## config.mk

```make
export PLATFORM = sky130hd
export DESIGN_NAME = regfile_wb_arbiter
export DESIGN_NICKNAME = d
export VERILOG_FILES = /design/src/rtl/regfile_wb_arbiter_pkg.sv /design/src/rtl/regfile_wb_arbiter_wb_fifo.sv /design/src/rtl/regfile_wb_arbiter.sv
export SDC_FILE = /design/constraint.sdc
export NUM_CORES = 1
export LEC_CHECK = 0
export CAP_MARGIN = 20
export CORE_ASPECT_RATIO = 0.7
export CORE_MARGIN = 2
export CORE_UTILIZATION = 57
export DETAILED_ROUTE_END_ITERATION = 12
export PLACE_DENSITY = 0.95
export SLEW_MARGIN = 20
export SYNTH_ARGS = -nofsm -noshare
export SYNTH_HDL_FRONTEND = slang
export SYNTH_SLANG_ARGS = --single-unit
```

## constraint.sdc

```tcl
create_clock -name clk -period 4.4 [get_ports clk]
set_clock_uncertainty 0.2 [all_clocks]
set_input_delay 0.66 -clock clk [delete_from_list [all_inputs] [get_ports clk]]
set_output_delay 0.66 -clock clk [all_outputs]
set_load 0.05 [all_outputs]
```

## src/rtl/regfile_wb_arbiter_pkg.sv

```systemverilog
// rtl/regfile_wb_arbiter_pkg.sv - shared bus widths, FIFO depth default and entry types for the writeback arbiter
`ifndef DATA_BUS
`define DATA_BUS 31:0
`endif
`ifndef REG_ADDR_BUS
`define REG_ADDR_BUS 4:0
`endif
`ifndef WB_FIFO_DEPTH
`define WB_FIFO_DEPTH 4
`endif

package regfile_wb_arbiter_pkg;

    localparam int DATA_W        = 32;
    localparam int REG_ADDR_W    = 5;
    localparam int WB_FIFO_DEPTH = `WB_FIFO_DEPTH;

    // Source chosen for the output register in a given cycle.
    typedef enum logic [1:0] {
        SEL_NONE = 2'd0,
        SEL_PIPE = 2'd1,
        SEL_FIFO = 2'd2
    } wb_sel_e;

    typedef struct packed {
        logic [REG_ADDR_W-1:0] addr;
        logic [DATA_W-1:0]     data;
    } wb_entry_t;

endpackage

```

## src/rtl/regfile_wb_arbiter_wb_fifo.sv

```systemverilog
// rtl/regfile_wb_arbiter_wb_fifo.sv - MDU result queue with per-entry destination match
//
// Ports:
//   clk, rst        clock, synchronous active-high reset
//   flush_i         empty the queue at the next edge (push in the same cycle is ignored)
//   push_i          enqueue push_entry_i (caller guarantees not full)
//   push_entry_i    {addr,data} to enqueue
//   pop_i           dequeue head (ignored when empty)
//   head_o          current head entry
//   count_o         number of queued entries
//   query_addr_i    register to look up
//   match_o         per-entry hit: entry valid and its addr equals a non-zero query_addr_i
module wb_fifo
    import regfile_wb_arbiter_pkg::*;
#(
    parameter int DEPTH = 4,
    parameter int CNT_W = $clog2(DEPTH + 1)
) (
    input  logic                  clk,
    input  logic                  rst,
    input  logic                  flush_i,
    input  logic                  push_i,
    input  wb_entry_t             push_entry_i,
    input  logic                  pop_i,
    output wb_entry_t             head_o,
    output logic [CNT_W-1:0]      count_o,
    input  logic [REG_ADDR_W-1:0] query_addr_i,
    output logic [DEPTH-1:0]      match_o
);

    localparam int PTR_W = $clog2(DEPTH);

    wb_entry_t        mem_q [DEPTH];
    logic [PTR_W-1:0] wr_ptr_q, rd_ptr_q;
    logic [CNT_W-1:0] count_q;
    logic [DEPTH-1:0] valid_q, valid_d;
    logic             do_pop;

    assign do_pop  = pop_i && (count_q != '0);
    assign head_o  = mem_q[rd_ptr_q];
    assign count_o = count_q;

    // Set and clear can hit different slots in the same cycle, so merge them here.
    always_comb begin
        valid_d = valid_q;
        if (do_pop) begin
            valid_d[rd_ptr_q] = 1'b0;
        end
        if (push_i) begin
            valid_d[wr_ptr_q] = 1'b1;
        end
    end

    always_ff @(posedge clk) begin
        if (rst || flush_i) begin
            wr_ptr_q <= '0;
            rd_ptr_q <= '0;
            count_q  <= '0;
            valid_q  <= '0;
        end else begin
            valid_q <= valid_d;
            count_q <= count_q + CNT_W'(push_i) - CNT_W'(do_pop);
            if (push_i) begin
                wr_ptr_q <= wr_ptr_q + PTR_W'(1);
            end
            if (do_pop) begin
                rd_ptr_q <= rd_ptr_q + PTR_W'(1);
            end
        end
    end

    // Payload storage needs no reset; validity is tracked by valid_q.
    always_ff @(posedge clk) begin
        if (push_i && !rst && !flush_i) begin
            mem_q[wr_ptr_q] <= push_entry_i;
        end
    end

    always_comb begin
        for (int i = 0; i < DEPTH; i++) begin
            match_o[i] = valid_q[i] && (query_addr_i != '0) && (mem_q[i].addr == query_addr_i);
        end
    end

endmodule

```

## src/rtl/regfile_wb_arbiter.sv

```systemverilog
// rtl/regfile_wb_arbiter.sv - merges pipeline writeback and queued MDU results onto the register-file write port
//
// Ports:
//   clk, rst                     clock, synchronous active-high reset
//   pipe_wb_en/addr/data         pipeline writeback, always accepted, highest priority
//   mdu_valid/ready/addr/data    MDU result handshake into the queue
//   flush                        discard all queued MDU results
//   query_addr, query_hit        decode lookup: is a queued MDU write pending for this register
//   fifo_count                   number of queued MDU results
//   write_en/addr/data           registered register-file write channel
module regfile_wb_arbiter
    import regfile_wb_arbiter_pkg::*;
#(
    parameter  int FIFO_DEPTH = WB_FIFO_DEPTH,
    localparam int CNT_W      = $clog2(FIFO_DEPTH + 1)
) (
    input  logic                  clk,
    input  logic                  rst,
    input  logic                  pipe_wb_en,
    input  logic [REG_ADDR_W-1:0] pipe_wb_addr,
    input  logic [DATA_W-1:0]     pipe_wb_data,
    input  logic                  mdu_valid,
    output logic                  mdu_ready,
    input  logic [REG_ADDR_W-1:0] mdu_addr,
    input  logic [DATA_W-1:0]     mdu_data,
    input  logic                  flush,
    input  logic [REG_ADDR_W-1:0] query_addr,
    output logic                  query_hit,
    output logic [CNT_W-1:0]      fifo_count,
    output logic                  write_en,
    output logic [REG_ADDR_W-1:0] write_addr,
    output logic [DATA_W-1:0]     write_data
);

    wb_sel_e               sel;
    wb_entry_t             head, push_entry;
    logic [CNT_W-1:0]      count;
    logic [FIFO_DEPTH-1:0] match;
    logic                  push, pop;

    logic                  write_en_q, write_en_d;
    logic [REG_ADDR_W-1:0] write_addr_q, write_addr_d;
    logic [DATA_W-1:0]     write_data_q, write_data_d;

    // Ready comes from the registered count only: a pop this cycle does not open a slot.
    assign mdu_ready = !rst && (count < CNT_W'(FIFO_DEPTH));

    // Results for r0 complete the handshake but are never queued.
    assign push            = mdu_valid && mdu_ready && (mdu_addr != '0) && !flush;
    assign push_entry.addr = mdu_addr;
    assign push_entry.data = mdu_data;

    // A pipe write to r0 is a no-op and gives the slot to the queue.
    always_comb begin
        sel = SEL_NONE;
        if (pipe_wb_en && (pipe_wb_addr != '0)) begin
            sel = SEL_PIPE;
        end else if (count != '0) begin
            sel = SEL_FIFO;
        end
    end

    assign pop = (sel == SEL_FIFO);

    wb_fifo #(
        .DEPTH (FIFO_DEPTH),
        .CNT_W (CNT_W)
    ) u_fifo (
        .clk          (clk),
        .rst          (rst),
        .flush_i      (flush),
        .push_i       (push),
        .push_entry_i (push_entry),
        .pop_i        (pop),
        .head_o       (head),
        .count_o      (count),
        .query_addr_i (query_addr),
        .match_o      (match)
    );

    // The output register is not searched: the register file forwards its own write port.
    assign query_hit  = !rst && (|match);
    assign fifo_count = rst ? '0 : count;

    // Address/data hold when idle so the write channel only toggles on real writes.
    always_comb begin
        write_en_d   = 1'b0;
        write_addr_d = write_addr_q;
        write_data_d = write_data_q;
        case (sel)
            SEL_PIPE: begin
                write_en_d   = 1'b1;
                write_addr_d = pipe_wb_addr;
                write_data_d = pipe_wb_data;
            end
            SEL_FIFO: begin
                write_en_d   = 1'b1;
                write_addr_d = head.addr;
                write_data_d = head.data;
            end
            default: ;
        endcase
    end

    always_ff @(posedge clk) begin
        if (rst) begin
            write_en_q   <= 1'b0;
            write_addr_q <= '0;
            write_data_q <= '0;
        end else begin
            write_en_q   <= write_en_d;
            write_addr_q <= write_addr_d;
            write_data_q <= write_data_d;
        end
    end

    assign write_en   = write_en_q;
    assign write_addr = write_addr_q;
    assign write_data = write_data_q;

endmodule

```

==> flow_metrics.env <==
export IMPL_status="finished, final reports clean"
export IMPL_drt_iter0_drc=413
export IMPL_synth_async_reset_ratio_pct=0
export IMPL_worstMarginPinSlew_ns=1.044
export IMPL_crit_chain="clkdlybuf4s50_1 > xor2_1 > nor4_1 > and3_1 > a31oi_1 > a31oi_1 > clkdlybuf4s50_1"
export IMPL_swShare_pct=24.47
export IMPL_path_class="in -> out"
export IMPL_mappedNetlistNets=615
export IMPL_cts_resized=0
export IMPL_cts_buffers=17
export IMPL_drtAntennaViolNets=0
export IMPL_synth_area_leader_cell="edfxtp_1"
export IMPL_relSlewSlack_pct=30.37
export IMPL_cp_slowest_cell="clkdlybuf4s50_1"
export IMPL_synthDominantCellAreaShare_pct=56.18
export IMPL_antenna_cells=0
export IMPL_yosysSeqAreaShare_pct=69.08
export IMPL_crit_buf_inv=2
export IMPL_firstDrtPassIters=6
export IMPL_cts_tree="built"
export IMPL_peakVddDrop_v=0.0002842
export IMPL_placed_area_um2=9341
export IMPL_p_sw_mw=1.003
export IMPL_fin_area_um2=9937
export IMPL_drc=0
export IMPL_post_place_ws_ns=0.5979
export IMPL_boundaryPins=127
export IMPL_dieArea_um2=14850
export IMPL_post_route_min_period_ns=3.821
export IMPL_syn_cell_area_um2=7911
export IMPL_required_ns=3.54
export IMPL_cts_setup_buffers=0
export IMPL_p_per_area_nw_per_um2=412.5
export IMPL_cts_sinks=199
export IMPL_arrival_ns=2.96
export IMPL_tns_ns=0
export IMPL_pwr_share_comb_pct=11.2
export IMPL_synth_distinct_cells=36
export IMPL_vias_per_cell=6.038
export IMPL_layout_drive_gt1_share_pct=14.55
export IMPL_yosys_warnings=0
export IMPL_insertion_delay_ns=0.43
export IMPL_crit_family="buffers and inverters"
export IMPL_avgSynthCellArea_um2=15.18
export IMPL_synthTopCellsByCount="edfxtp_1, dfxtp_1, nor2_1"
export IMPL_fin_ws_ns=0.5789
export IMPL_internal_power_mw=3.096
export IMPL_hold_class="reg -> reg"
export IMPL_crit_fanout=5
export IMPL_synth_most_common_cell="edfxtp_1"
export IMPL_synth_area_leaders="edfxtp_1, dfxtp_1, mux4_2, a211oi_1, a21oi_1"
export IMPL_syn_inst=521
export IMPL_grt_max_degree=44
export IMPL_gp_congestion=0.8368
export IMPL_maxCapViolCount=0
export IMPL_cts_root_buf="clkbuf_16"
export IMPL_fmax_mhz=261.7
export IMPL_final_nets=734
export IMPL_hold_slack_ns=0.3327
export IMPL_hold_violations=0
export IMPL_rows=35
export IMPL_initial_core_util_pct=59.23
export IMPL_coreArea_um2=13360
export IMPL_wl_mm=18.51
export IMPL_grt_pass1_wl_mm=28.66
export IMPL_finalCritPeriodShare_pct=86.84
export IMPL_cts_clk_slew_worst_paths_ns=0.07
export IMPL_cp_end_kind="primary output"
export IMPL_startpoint_type="primary input"
export IMPL_ys_ff_latch=199
export IMPL_clockBufferDepth=2
export IMPL_hold_buffers=0
export IMPL_grtUsageTotal_pct=26.52
export IMPL_slew_violations=0
export IMPL_grt_pass1_vias=5294
export IMPL_p_leak_nw=3.234
export IMPL_ctsHtreeMaxLevel=4
export IMPL_avgRoutedWirePerCell_um=22.08
export IMPL_grt_overflow=0
export IMPL_seq_power_share_pct=51.0
export IMPL_hpwl_mm=11.74
export IMPL_nFillCells=740
export IMPL_vias=5060
export IMPL_syn_to_final_growth_pct=25.60
export IMPL_fp_dieH_um=102.6
export IMPL_clkPwrFrac_pct=37.7
export IMPL_dieWidth_um=144.8
export IMPL_synth_edf_count=148
export IMPL_antenna_found_initial=0
export IMPL_cpPeakStageDelay_ns=0.83
export IMPL_synth_ff_type="edfxtp_1"
export IMPL_port_buffers=126
export IMPL_finalSetupViolCount=0
export IMPL_rsz0062_at_grt="no"
export IMPL_power_total_mw=4.099
sequential cells by signal, indices dropped and copies added (netlist names), named ones only:
| signal | count |
|---|---|
| u_fifo.count_o | 3 |
| u_fifo.mem_q | 148 |
| u_fifo.rd_ptr_q | 2 |
| u_fifo.valid_q | 4 |
| u_fifo.wr_ptr_q | 2 |
| write_addr | 5 |
| write_data | 32 |
| write_en | 1 |
worst reg2reg max path: stages (launching register included):
cell	delay, ns
dfxtp_1	0.41
nor3_2	0.21
buf_4	0.42
or3_4	0.23
nand2_1	0.05
ha_1	0.19
fa_1	0.39
xnor2_1	0.20
xnor2_1	0.16
nor2_1	0.07
layout make-up:
class / instances / area, um2 / area share (%)
Multi-Input combinational cell: 277 / 2270 / 22.84
Inverter: 7 / 26.28 / 0.2644
Clock buffer: 17 / 425.4 / 4.281
Tap cell: 185 / 231.5 / 2.329
Sequential cell: 199 / 5470 / 55.05
Timing Repair Buffer: 138 / 1346 / 13.55
Clock inverter: 15 / 167.7 / 1.687
kinds of logic after synthesis:
logic type	after synthesis	synth area share (%)
flip-flops	199	69.08
buffers and inverters	45	2.467
XOR/XNOR	24	2.657
multiplexers	38	10.66
AND/OR/NAND/NOR	119	6.611
adder cells (fa/ha/maj)	10	1.676
AO/OA/AOI/OAI	86	6.848
routing by layer:
| metal | GRT usage [%] | wire length [um] |
|---|---|---|
| met4 | 9.111 | 346 |
| met3 | 7.803 | 1516 |
| met5 | 0 | 0 |
| met1 | 34.33 | 7364 |
| met2 | 43.83 | 9278 |
cell usage in the layout, fill, tap and decap left out, drive strengths merged, types with 2 or more instances in the layout:
| master | instances |
|---|---|
| a211oi | 36 |
| a21oi | 41 |
| a22oi | 4 |
| a31oi | 2 |
| and2 | 4 |
| buf | 13 |
| bufinv | 2 |
| clkbuf | 17 |
| clkdlybuf4s50 | 125 |
| clkinv | 6 |
| clkinvlp | 2 |
| dfxtp | 51 |
| edfxtp | 148 |
| ha | 9 |
| inv | 12 |
| mux4 | 37 |
| nand2 | 42 |
| nand3 | 7 |
| nor2 | 51 |
| nor2b | 2 |
| nor4 | 4 |
| or3 | 2 |
| or4 | 3 |
| xnor2 | 8 |
| xor2 | 16 |
final timing paths:
kind | from | cells past startpoint | slack (ns) | end
setup reg to reg | u_fifo.count_o[2] | 9 | 1.77 | u_fifo.count_o[2]
setup / recovery | query_addr[2] | 7 | 0.58 | query_hit
hold reg to reg | u_fifo.valid_q[2] | 2 | 0.33 | u_fifo.valid_q[2]
hold / removal | u_fifo.valid_q[2] | 2 | 0.33 | u_fifo.valid_q[2]
stage by stage:
stage	cells	util [%]
after floorplan	521	-
after global placement	806	69.94
after detailed placement	806	69.94
after CTS	838	74.38
after global routing	838	74.40
final	838	74.40
power by group through the flow:
stage | clock (mW) | sequential, mW | combinational [mW]
2_1_floorplan | 0 | 2.24 | 0.148
3_3_place_gp | 0 | 2.13 | 0.439
3_5_place_dp | 0 | 2.13 | 0.455
4_1_cts | 1.56 | 2.09 | 0.460
5_1_grt | 1.63 | 2.09 | 0.487
6_report | 1.55 | 2.09 | 0.461
Note: power is estimated with default switching activity, not from simulation.
